<file path="src/rtl/apb_pkg.sv">
// Shared APB definitions: bus widths and the completer FSM state encoding.
// Used by both the completer and any master in the same bench or SoC.
// Contains no logic.
package apb_pkg;

  localparam int APB_ADDR_W = 32;
  localparam int APB_DATA_W = 32;
  localparam int APB_STRB_W = 4;

  typedef enum logic {
    IDLE   = 1'b0,
    ACCESS = 1'b1
  } apb_state_t;

endpackage

</file>
<file path="src/rtl/apb_slave_regfile_if.sv">
// APB bus bundle between one master and one completer on a single PSELx line.
// There is no latency of its own; it is wires only.
// The completer stalls the master by holding PREADY low.
interface apb_if;
  import apb_pkg::*;

  logic                  PSEL;
  logic                  PENABLE;
  logic                  PWRITE;
  logic [APB_ADDR_W-1:0] PADDR;
  logic [APB_DATA_W-1:0] PWDATA;
  logic [APB_STRB_W-1:0] PSTRB;
  logic [APB_DATA_W-1:0] PRDATA;
  logic                  PREADY;
  logic                  PSLVERR;

  modport master (
    output PSEL, PENABLE, PWRITE, PADDR, PWDATA, PSTRB,
    input  PRDATA, PREADY, PSLVERR
  );

  modport slave (
    input  PSEL, PENABLE, PWRITE, PADDR, PWDATA, PSTRB,
    output PRDATA, PREADY, PSLVERR
  );

endinterface

</file>
<file path="src/rtl/apb_regfile.sv">
// Register array with a byte-strobed write port and a combinational read port.
// Writes land on the clock edge. Reads have zero latency.
// There is no backpressure. The top index is the constant ID register and has no storage.
module apb_regfile
  import apb_pkg::*;
#(
  parameter int              NUM_REGS = 16,
  parameter logic [31:0]     ID_VALUE = 32'hA5B0_0001,
  localparam int             IDX_W    = $clog2(NUM_REGS)
) (
  input  logic                  clk,
  input  logic                  rst,
  input  logic                  we,
  input  logic [IDX_W-1:0]      waddr,
  input  logic [APB_DATA_W-1:0] wdata,
  input  logic [APB_STRB_W-1:0] wstrb,
  input  logic [IDX_W-1:0]      raddr,
  output logic [APB_DATA_W-1:0] rdata
);

  localparam logic [IDX_W-1:0] ID_IDX = IDX_W'(NUM_REGS - 1);

  logic [APB_DATA_W-1:0] regs [NUM_REGS-1];

  // Clear the array on reset. Otherwise update only the enabled byte lanes of writable entries.
  always_ff @(posedge clk) begin
    if (rst) begin
      for (int r = 0; r < NUM_REGS - 1; r++) regs[r] <= '0;
    end else if (we && (waddr < ID_IDX)) begin
      for (int i = 0; i < APB_STRB_W; i++) begin
        if (wstrb[i]) regs[waddr][8*i +: 8] <= wdata[8*i +: 8];
      end
    end
  end

  assign rdata = (raddr < ID_IDX) ? regs[raddr] : ID_VALUE;

endmodule

</file>
<file path="src/rtl/apb_slave_regfile.sv">
// APB completer that fronts apb_regfile and decodes a single address window.
// A transfer takes 2+WAIT_CYCLES cycles from setup, with PREADY high for one cycle.
// It stalls the master with PREADY low. If the master drops PSEL, the transfer is abandoned silently.
module apb_slave_regfile
  import apb_pkg::*;
#(
  parameter logic [31:0] BASE_ADDR   = 32'h0000_0000,
  parameter int          NUM_REGS    = 16,
  parameter int          WAIT_CYCLES = 1,
  parameter logic [31:0] ID_VALUE    = 32'hA5B0_0001
) (
  input  logic PCLK,
  input  logic PRESET,
  apb_if.slave bus
);

  localparam int             IDX_W  = $clog2(NUM_REGS);
  localparam logic [IDX_W-1:0] ID_IDX = IDX_W'(NUM_REGS - 1);

  apb_state_t            state;
  logic [3:0]            cnt;
  logic [APB_ADDR_W-1:0] addr_q;
  logic                  write_q;
  logic [APB_DATA_W-1:0] wdata_q;
  logic [APB_STRB_W-1:0] strb_q;

  // Sequence the setup and access phases and capture the transfer at setup.
  always_ff @(posedge PCLK) begin
    if (PRESET) begin
      state   <= IDLE;
      cnt     <= '0;
      addr_q  <= '0;
      write_q <= 1'b0;
      wdata_q <= '0;
      strb_q  <= '0;
    end else begin
      case (state)
        IDLE: begin
          if (bus.PSEL && !bus.PENABLE) begin
            addr_q  <= bus.PADDR;
            write_q <= bus.PWRITE;
            wdata_q <= bus.PWDATA;
            strb_q  <= bus.PSTRB;
            cnt     <= 4'(WAIT_CYCLES);
            state   <= ACCESS;
          end
        end
        ACCESS: begin
          if (!bus.PSEL) begin
            state <= IDLE;
          end else if (bus.PENABLE) begin
            if (cnt != 4'd0) cnt   <= cnt - 4'd1;
            else             state <= IDLE;
          end
        end
        default: state <= IDLE;
      endcase
    end
  end

  // Decode the latched address. The extra top bit of the subtraction is the borrow, which flags addresses below the window.
  logic [APB_ADDR_W:0]   diff;
  logic [APB_ADDR_W-1:0] offset;
  logic [IDX_W-1:0]      index;
  logic                  err;

  assign diff   = {1'b0, addr_q} - {1'b0, BASE_ADDR};
  assign offset = diff[APB_ADDR_W-1:0];
  assign index  = offset[IDX_W+1:2];
  assign err    = diff[APB_ADDR_W]
               || (offset >= 32'(4 * NUM_REGS))
               || (addr_q[1:0] != 2'b00)
               || (write_q && (index == ID_IDX));

  // Complete only while the master still holds the access phase, so an abort can never produce a response.
  logic                  done;
  logic [APB_DATA_W-1:0] rf_rdata;

  assign done = (state == ACCESS) && (cnt == 4'd0) && bus.PSEL && bus.PENABLE && !PRESET;

  apb_regfile #(
    .NUM_REGS (NUM_REGS),
    .ID_VALUE (ID_VALUE)
  ) u_regfile (
    .clk   (PCLK),
    .rst   (PRESET),
    .we    (done && write_q && !err),
    .waddr (index),
    .wdata (wdata_q),
    .wstrb (strb_q),
    .raddr (index),
    .rdata (rf_rdata)
  );

  assign bus.PREADY  = done;
  assign bus.PSLVERR = done && err;
  assign bus.PRDATA  = (done && !write_q && !err) ? rf_rdata : '0;

endmodule

</file>
<file path="src/flat_wrapper.sv">
// flat-port wrapper written by rule: the top's interface ports become plain ports
module apb_slave_regfile_flat import apb_pkg::*;
#(
  parameter logic [31:0] BASE_ADDR   = 32'h0000_0000,
  parameter int          NUM_REGS    = 16,
  parameter int          WAIT_CYCLES = 1,
  parameter logic [31:0] ID_VALUE    = 32'hA5B0_0001
)
  (PCLK, PRESET, bus_PSEL, bus_PENABLE, bus_PWRITE, bus_PADDR, bus_PWDATA, bus_PSTRB, bus_PRDATA, bus_PREADY, bus_PSLVERR);
  apb_if bus_i ();
  input  logic PCLK;
  input  logic PRESET;
  input wire logic [$bits(bus_i.PSEL)-1:0] bus_PSEL;
  input wire logic [$bits(bus_i.PENABLE)-1:0] bus_PENABLE;
  input wire logic [$bits(bus_i.PWRITE)-1:0] bus_PWRITE;
  input wire logic [$bits(bus_i.PADDR)-1:0] bus_PADDR;
  input wire logic [$bits(bus_i.PWDATA)-1:0] bus_PWDATA;
  input wire logic [$bits(bus_i.PSTRB)-1:0] bus_PSTRB;
  output wire logic [$bits(bus_i.PRDATA)-1:0] bus_PRDATA;
  output wire logic [$bits(bus_i.PREADY)-1:0] bus_PREADY;
  output wire logic [$bits(bus_i.PSLVERR)-1:0] bus_PSLVERR;
  assign bus_i.PSEL = bus_PSEL;
  assign bus_i.PENABLE = bus_PENABLE;
  assign bus_i.PWRITE = bus_PWRITE;
  assign bus_i.PADDR = bus_PADDR;
  assign bus_i.PWDATA = bus_PWDATA;
  assign bus_i.PSTRB = bus_PSTRB;
  assign bus_PRDATA = bus_i.PRDATA;
  assign bus_PREADY = bus_i.PREADY;
  assign bus_PSLVERR = bus_i.PSLVERR;
  apb_slave_regfile #(.BASE_ADDR(BASE_ADDR), .NUM_REGS(NUM_REGS), .WAIT_CYCLES(WAIT_CYCLES), .ID_VALUE(ID_VALUE)) u_core (.PCLK(PCLK), .PRESET(PRESET), .bus(bus_i));
endmodule
</file>
<file path="config.mk">
export PLATFORM = sky130hd
export DESIGN_NAME = apb_slave_regfile_flat
export DESIGN_NICKNAME = d
export VERILOG_FILES = /design/src/rtl/apb_pkg.sv /design/src/rtl/apb_slave_regfile_if.sv /design/src/rtl/apb_regfile.sv /design/src/rtl/apb_slave_regfile.sv /design/src/flat_wrapper.sv
export SDC_FILE = /design/constraint.sdc
export NUM_CORES = 1
export LEC_CHECK = 0
export CAP_MARGIN = 20
export CORE_ASPECT_RATIO = 0.75
export CORE_UTILIZATION = 40
export DETAILED_ROUTE_END_ITERATION = 8
export HOLD_SLACK_MARGIN = 0.06
export PLACE_DENSITY = 0.66
export SYNTH_ARGS = -nofsm -noshare
export SYNTH_HDL_FRONTEND = slang
export SYNTH_SLANG_ARGS = --single-unit
</file>
<file path="constraint.sdc">
create_clock -name PCLK -period 2.85 [get_ports PCLK]
set_input_delay 0.57 -clock PCLK [delete_from_list [all_inputs] [get_ports PCLK]]
set_output_delay 0.57 -clock PCLK [all_outputs]
set_load 0.01 [all_outputs]
</file>
After elaboration in Yosys (flattened, before gate mapping)
Memory sizes are Yosys's and may differ from the RTL's. A register that Yosys moved wholly into a read port is not among the register bits.
Cells that the tools add are included.
W data, S select, Z words.
{"block": "classes", "addsub": 1, "order_cmp": 2, "n_eq_ne": 5, "mux": 35, "bitwise": 1, "n_reduce_logical": 24}
{"cell": "$mux W32", "count": 3}
{"cell": "$ge A32 B7 Y1 const B", "count": 1}
{"cell": "$mux W4", "count": 8}
{"cell": "$reduce_or A32 Y1", "count": 1}
{"cell": "$mux W1", "count": 22}
{"cell": "$logic_and A1 B1 Y1", "count": 12}
{"cell": "$pmux W4 S2", "count": 1}
{"cell": "$ne A2 B2 Y1 const B", "count": 3}
{"cell": "$eq A4 B4 Y1 const B", "count": 1}
{"cell": "$logic_not A1 Y1", "count": 4}
{"cell": "$logic_not A4 Y1", "count": 1}
{"cell": "$lt A4 B4 Y1 const B", "count": 1}
{"cell": "$reduce_and A4 Y1", "count": 1}
{"cell": "$reduce_bool A4 Y1", "count": 1}
{"cell": "$sub A4 B1 Y4 const B", "count": 1}
{"cell": "$logic_or A1 B1 Y1", "count": 2}
{"cell": "$ne A2 B1 Y1 const B", "count": 1}
{"cell": "$pmux W1 S2", "count": 1}
{"cell": "$reduce_and A2 Y1", "count": 1}
{"cell": "$reduce_bool A2 Y1", "count": 1}
{"cell": "$not A1 Y1", "count": 1}
{"block": "totals", "ff_bits": 74, "ramBits": 480, "input_bits": 73, "out_inout_bits": 34, "elab_cells": 75, "n_memories": 1}
{"name": "u_core.u_regfile.regs", "depth": 15, "width": 32, "read_ports": 1, "rd_clocked_by_memory_dff": 1, "wr": 15, "line_no": "apb_regfile.sv:23", "rtl": "logic [APB_DATA_W-1:0] regs [NUM_REGS-1];"}

Depth between registers and ports, before layout
{"block": "logic_depth", "depth_word": 13, "mapped_depth": 9, "depth_no_buf": 6}

Hierarchy
Synthesis repeated with hierarchy kept, for this count alone.
{"block": "unflattened", "hier_cells": 1928, "hier_area_um2": 26415.3}
{"module": "apb_regfile", "n_inst": 1, "cells_per_inst": 1535, "area_per_inst_um2": 23278.6, "seq_area_each_um2": 15104.5}
{"module": "apb_slave_regfile", "n_inst": 1, "cells_per_inst": 393, "area_per_inst_um2": 3136.8, "seq_area_each_um2": 1481.4}

Least setup slack after synthesis
Ideal clock, no wire load.
{"block": "synth_timing", "path_kind": "input to output", "from": "in PRESET", "to": "out bus_PRDATA[0]", "arrival_time_ps": 2037, "required_time_ps": 2280, "slack_ps": 243, "path_stages": 7, "path_buffers": 3, "cell_sequence": "buf_2 -> and3b_1 -> and4_1 -> clkbuf_1 -> nand4_1 -> clkbuf_1 -> a211oi_1"}
{"block": "synth_via", "elab_chain_len": 5}
{"item": "start: declaration", "line_no": "flat_wrapper.sv:12", "rtl": "input logic PRESET;"}
{"item": "$logic_not A1 Y1", "line_no": "apb_slave_regfile.sv:79", "rtl": "assign done = (state == ACCESS) && (cnt == 4'd0) && bus.PSEL && bus.PENABLE && !PRESET;"}
{"item": "$logic_and A1 B1 Y1", "line_no": "apb_slave_regfile.sv:79"}
{"item": "$logic_and A1 B1 Y1 (2 in series)", "line_no": "apb_slave_regfile.sv:97", "rtl": "assign bus.PRDATA = (done && !write_q && !err) ? rf_rdata : '0;"}
{"item": "$mux W32", "line_no": "apb_slave_regfile.sv:97"}
{"item": "end: declaration", "line_no": "flat_wrapper.sv:19", "rtl": "output wire logic [$bits(bus_i.PRDATA)-1:0] bus_PRDATA;"}
Every way passes these cells.

==> flow_metrics.py <==
metrics = {
    "job": {
        "timing.max_cap.violations": 0,
    },
    "synth": {
        "synth.distinct_cells": 40,
        "ys.flop_type": "edfxtp_1",
        "syn_area_um2": 29300,
        "async_flop_share_pct": 0,
        "yosysWarnings": 0,
        "synth_edf_count": 512,
        "avgSynthCellArea_um2": 11.3,
        "synth-seq-area-share_pct": 57.9,
        "ys_ff_latch": 590,
        "synthCells": 2587,
    },
    "floorplanning": {
        "ios": 107,
        "core_area_um2": 72100,
        "row_count": 85,
        "die_x_um": 314,
        "die_h_um": 236,
        "start_util_pct": 40.6,
        "dieArea_um2": 74300,
    },
    "critical_path": {
        "worstSetupStartpointType": "flop",
        "reg2reg_slack_ps": -170,
        "crit_path_end_kind": "output port",
        "r2r_cells": 8,
        "required_ps": 2280,
        "cp.arrival_ps": 2770,
        "worstSetupPathType": "flop to output port",
        "critPathMaxFanout": 8,
    },
    "sta": {
        "drv_slew": 0,
        "setup-violations-final": 161,
        "fmax_ghz": 0.300,
        "tightestPinTransition_ps": 1260,
        "hold_violations": 0,
        "period_share_pct": 117,
        "grt_setup_unrepaired": "true",
        "period_minus_slack_ps": 3340,
        "maxSlewHeadroom_pct": 16.2,
        "finalWorstSetupSlack_ps": -486,
        "skew_ps": 29.6,
        "setup_tns_ps": -21230,
        "whs_ps": 449,
    },
    "final_layout": {
        "layout-drive-gt1-share_pct": 23.1,
        "final_common_cell": "edfxtp_1",
        "area_growth_pct": 20.6,
        "final_nets": 2767,
        "fillers": 6299,
        "layout.cells.non_filler": 3698,
        "most-common-layout-cells": "edfxtp_1, nor3_1, nand3_1",
    },
    "pwr": {
        "powerDensity_nw_per_um2": 556,
        "leakage_nw": 10.7,
        "power_mw": 19.6,
        "peakVddDrop_mv": 0.489,
    },
    "clock_network": {
        "cts_buffer_depth": 3,
        "cts_root_buf": "clkbuf_16",
        "cts_tree": "built",
        "clock_sinks": 590,
        "clock_latency_ps": 640,
        "htree_levels": 2,
        "worst_setup_hold_path_clk_slew_ps": 60,
        "cts_buffers": 57,
    },
    "placement": {
        "routabilityCongestion": 0.872,
        "dp_worst_setup_slack_ps": -627,
        "dpl.hpwl_um": 57900,
        "dp.cells": 3572,
        "port_buffers": 106,
    },
    "drt": {
        "antenna_left": 0,
        "routed_via_density": 6.18,
        "wl_per_cell_um": 24.6,
        "dr.pass1.iters": 6,
        "wl_um": 90900,
        "post-route-drc-count": 0,
        "drtIter0Drc": 3295,
        "routed-via-count": 22800,
    },
    "grt": {
        "grt_use_met2_pct": 38.2,
        "antenna_found_initial": 0,
        "grt_util_met1_pct": 33.8,
        "grt_usage_pct": 24.2,
        "use_met3_pct": 4.61,
        "grt_max_degree": 233,
        "overflow": 0,
        "grt_pass1_wl_um": 137000,
        "top_usage_layer": "met2",
        "first_global_vias": 21800,
    },
    "status": {
        "violations": "setup timing",
        "outcome": "finished, violations left",
    },
    "worst_hold_path": {
        "hp-class": "flop to flop",
        "holdPathStages": 0,
    },
}
==> flip-flops by register name, summed over array words and instances (netlist names), named ones only <==
signal and flops:
u_core.state 1, u_core.write_q 1, u_core.cnt 4, u_core.addr_q 32
u_core.strb_q 4, u_core.u_regfile.regs 512, u_core.wdata_q 32
==> final cells by class <==
type	instances	area, um2	area share [%]
inverter	4	15.0	0.0425
antenna	1	2.50	0.00709
sequential	590	16900	48.0
multi-input combinational	1643	11500	32.4
clock buffer	74	1560	4.42
clock inverter	32	310	0.879
tap	957	1200	3.39
timing repair buffer	397	3830	10.8
==> cell usage after synthesis (2+ instances only) <==
| cell type | n | area (um2) |
|---|---|---|
| edfxtp_1 | 512 | 15400 |
| and2_1 | 34 | 213 |
| buf_2 | 68 | 340 |
| a2111oi_0 | 8 | 70.1 |
| nor2b_1 | 12 | 75.1 |
| a211oi_1 | 32 | 240 |
| nor3_1 | 483 | 2420 |
| o21bai_1 | 60 | 450 |
| nor3b_1 | 10 | 75.1 |
| inv_1 | 4 | 15.0 |
| a21oi_1 | 69 | 345 |
| nand4_1 | 64 | 400 |
| nor4_1 | 6 | 37.5 |
| nand2b_1 | 4 | 25.0 |
| buf_1 | 28 | 105 |
| clkbuf_1 | 278 | 1040 |
| nand2_1 | 143 | 537 |
| nand3_1 | 471 | 2360 |
| nor2_1 | 13 | 48.8 |
| mux2i_1 | 9 | 90.1 |
| buf_4 | 5 | 37.5 |
| mux4_2 | 128 | 2880 |
| clkbuf_4 | 2 | 15.0 |
| xnor2_1 | 2 | 17.5 |
| a22oi_1 | 48 | 360 |
| and4_1 | 2 | 17.5 |
| dfxtp_1 | 78 | 1560 |
| or4_1 | 2 | 15.0 |
==> worst paths after layout <==
kind | startpoint | endpoint
hold / removal | u_core.wdata_q[19] | u_core.u_regfile.regs[15][19]
hold reg to reg | u_core.wdata_q[19] | u_core.u_regfile.regs[15][19]
setup / recovery | flop | bus_PRDATA[20]
setup reg to reg | u_core.addr_q[6] | u_core.u_regfile.regs[13][31]
==> metrics by stage <==
stage	area (um2)	util [%]
after floorplan	29400	-
after global placement	32800	45.5
after detailed placement	32800	45.5
after CTS	35300	48.9
after global routing	35300	49.0
final	35300	49.0
==> where the power goes <==
group | internal, mW | leakage [nW] | switching (mW)
combinational | 0.752 | 3.84 | 1.33
clock | 4.40 | 0.915 | 3.37
sequential | 9.66 | 5.94 | 0.128
total | 14.8 | 10.7 | 4.83
==> repair_timing <==
action,4_1_cts,5_1_grt
pin swaps,18,8
hold buffers,0,0
setup endpoints to repair,34,33
gates cloned,5,0
gates resized for setup,241,16
setup buffers,15,2
==> per-layer routing <==
layer / up-vias / share of wire, %
met2: 1377 / 47
li1: 10000 / -
met4: 0 / 2.8
met3: 160 / 11
met5: - / 0
met1: 11300 / 39
==> kinds of logic after synthesis <==
logic type | count (synthesis) | share of synthesized area [%]
simple gates | 1250 | 21.4
mux | 138 | 10.2
compound gates | 220 | 5.11
flops | 590 | 57.9
other cells | 1 | 0.0128
buf+inv | 385 | 5.32
fa+ha+maj | 1 | 0.0427
xor+xnor | 2 | 0.0599
==> critical path: stages, from the launching register on <==
cell and delay (ps):
dfxtp_4 420, buf_12 150, buf_16 130, buf_12 140, buf_4 120, buf_4 120
mux4_2 500, mux2i_1 300, a211oi_4 110, buf_2 150
(Power assumes the default switching activity.)
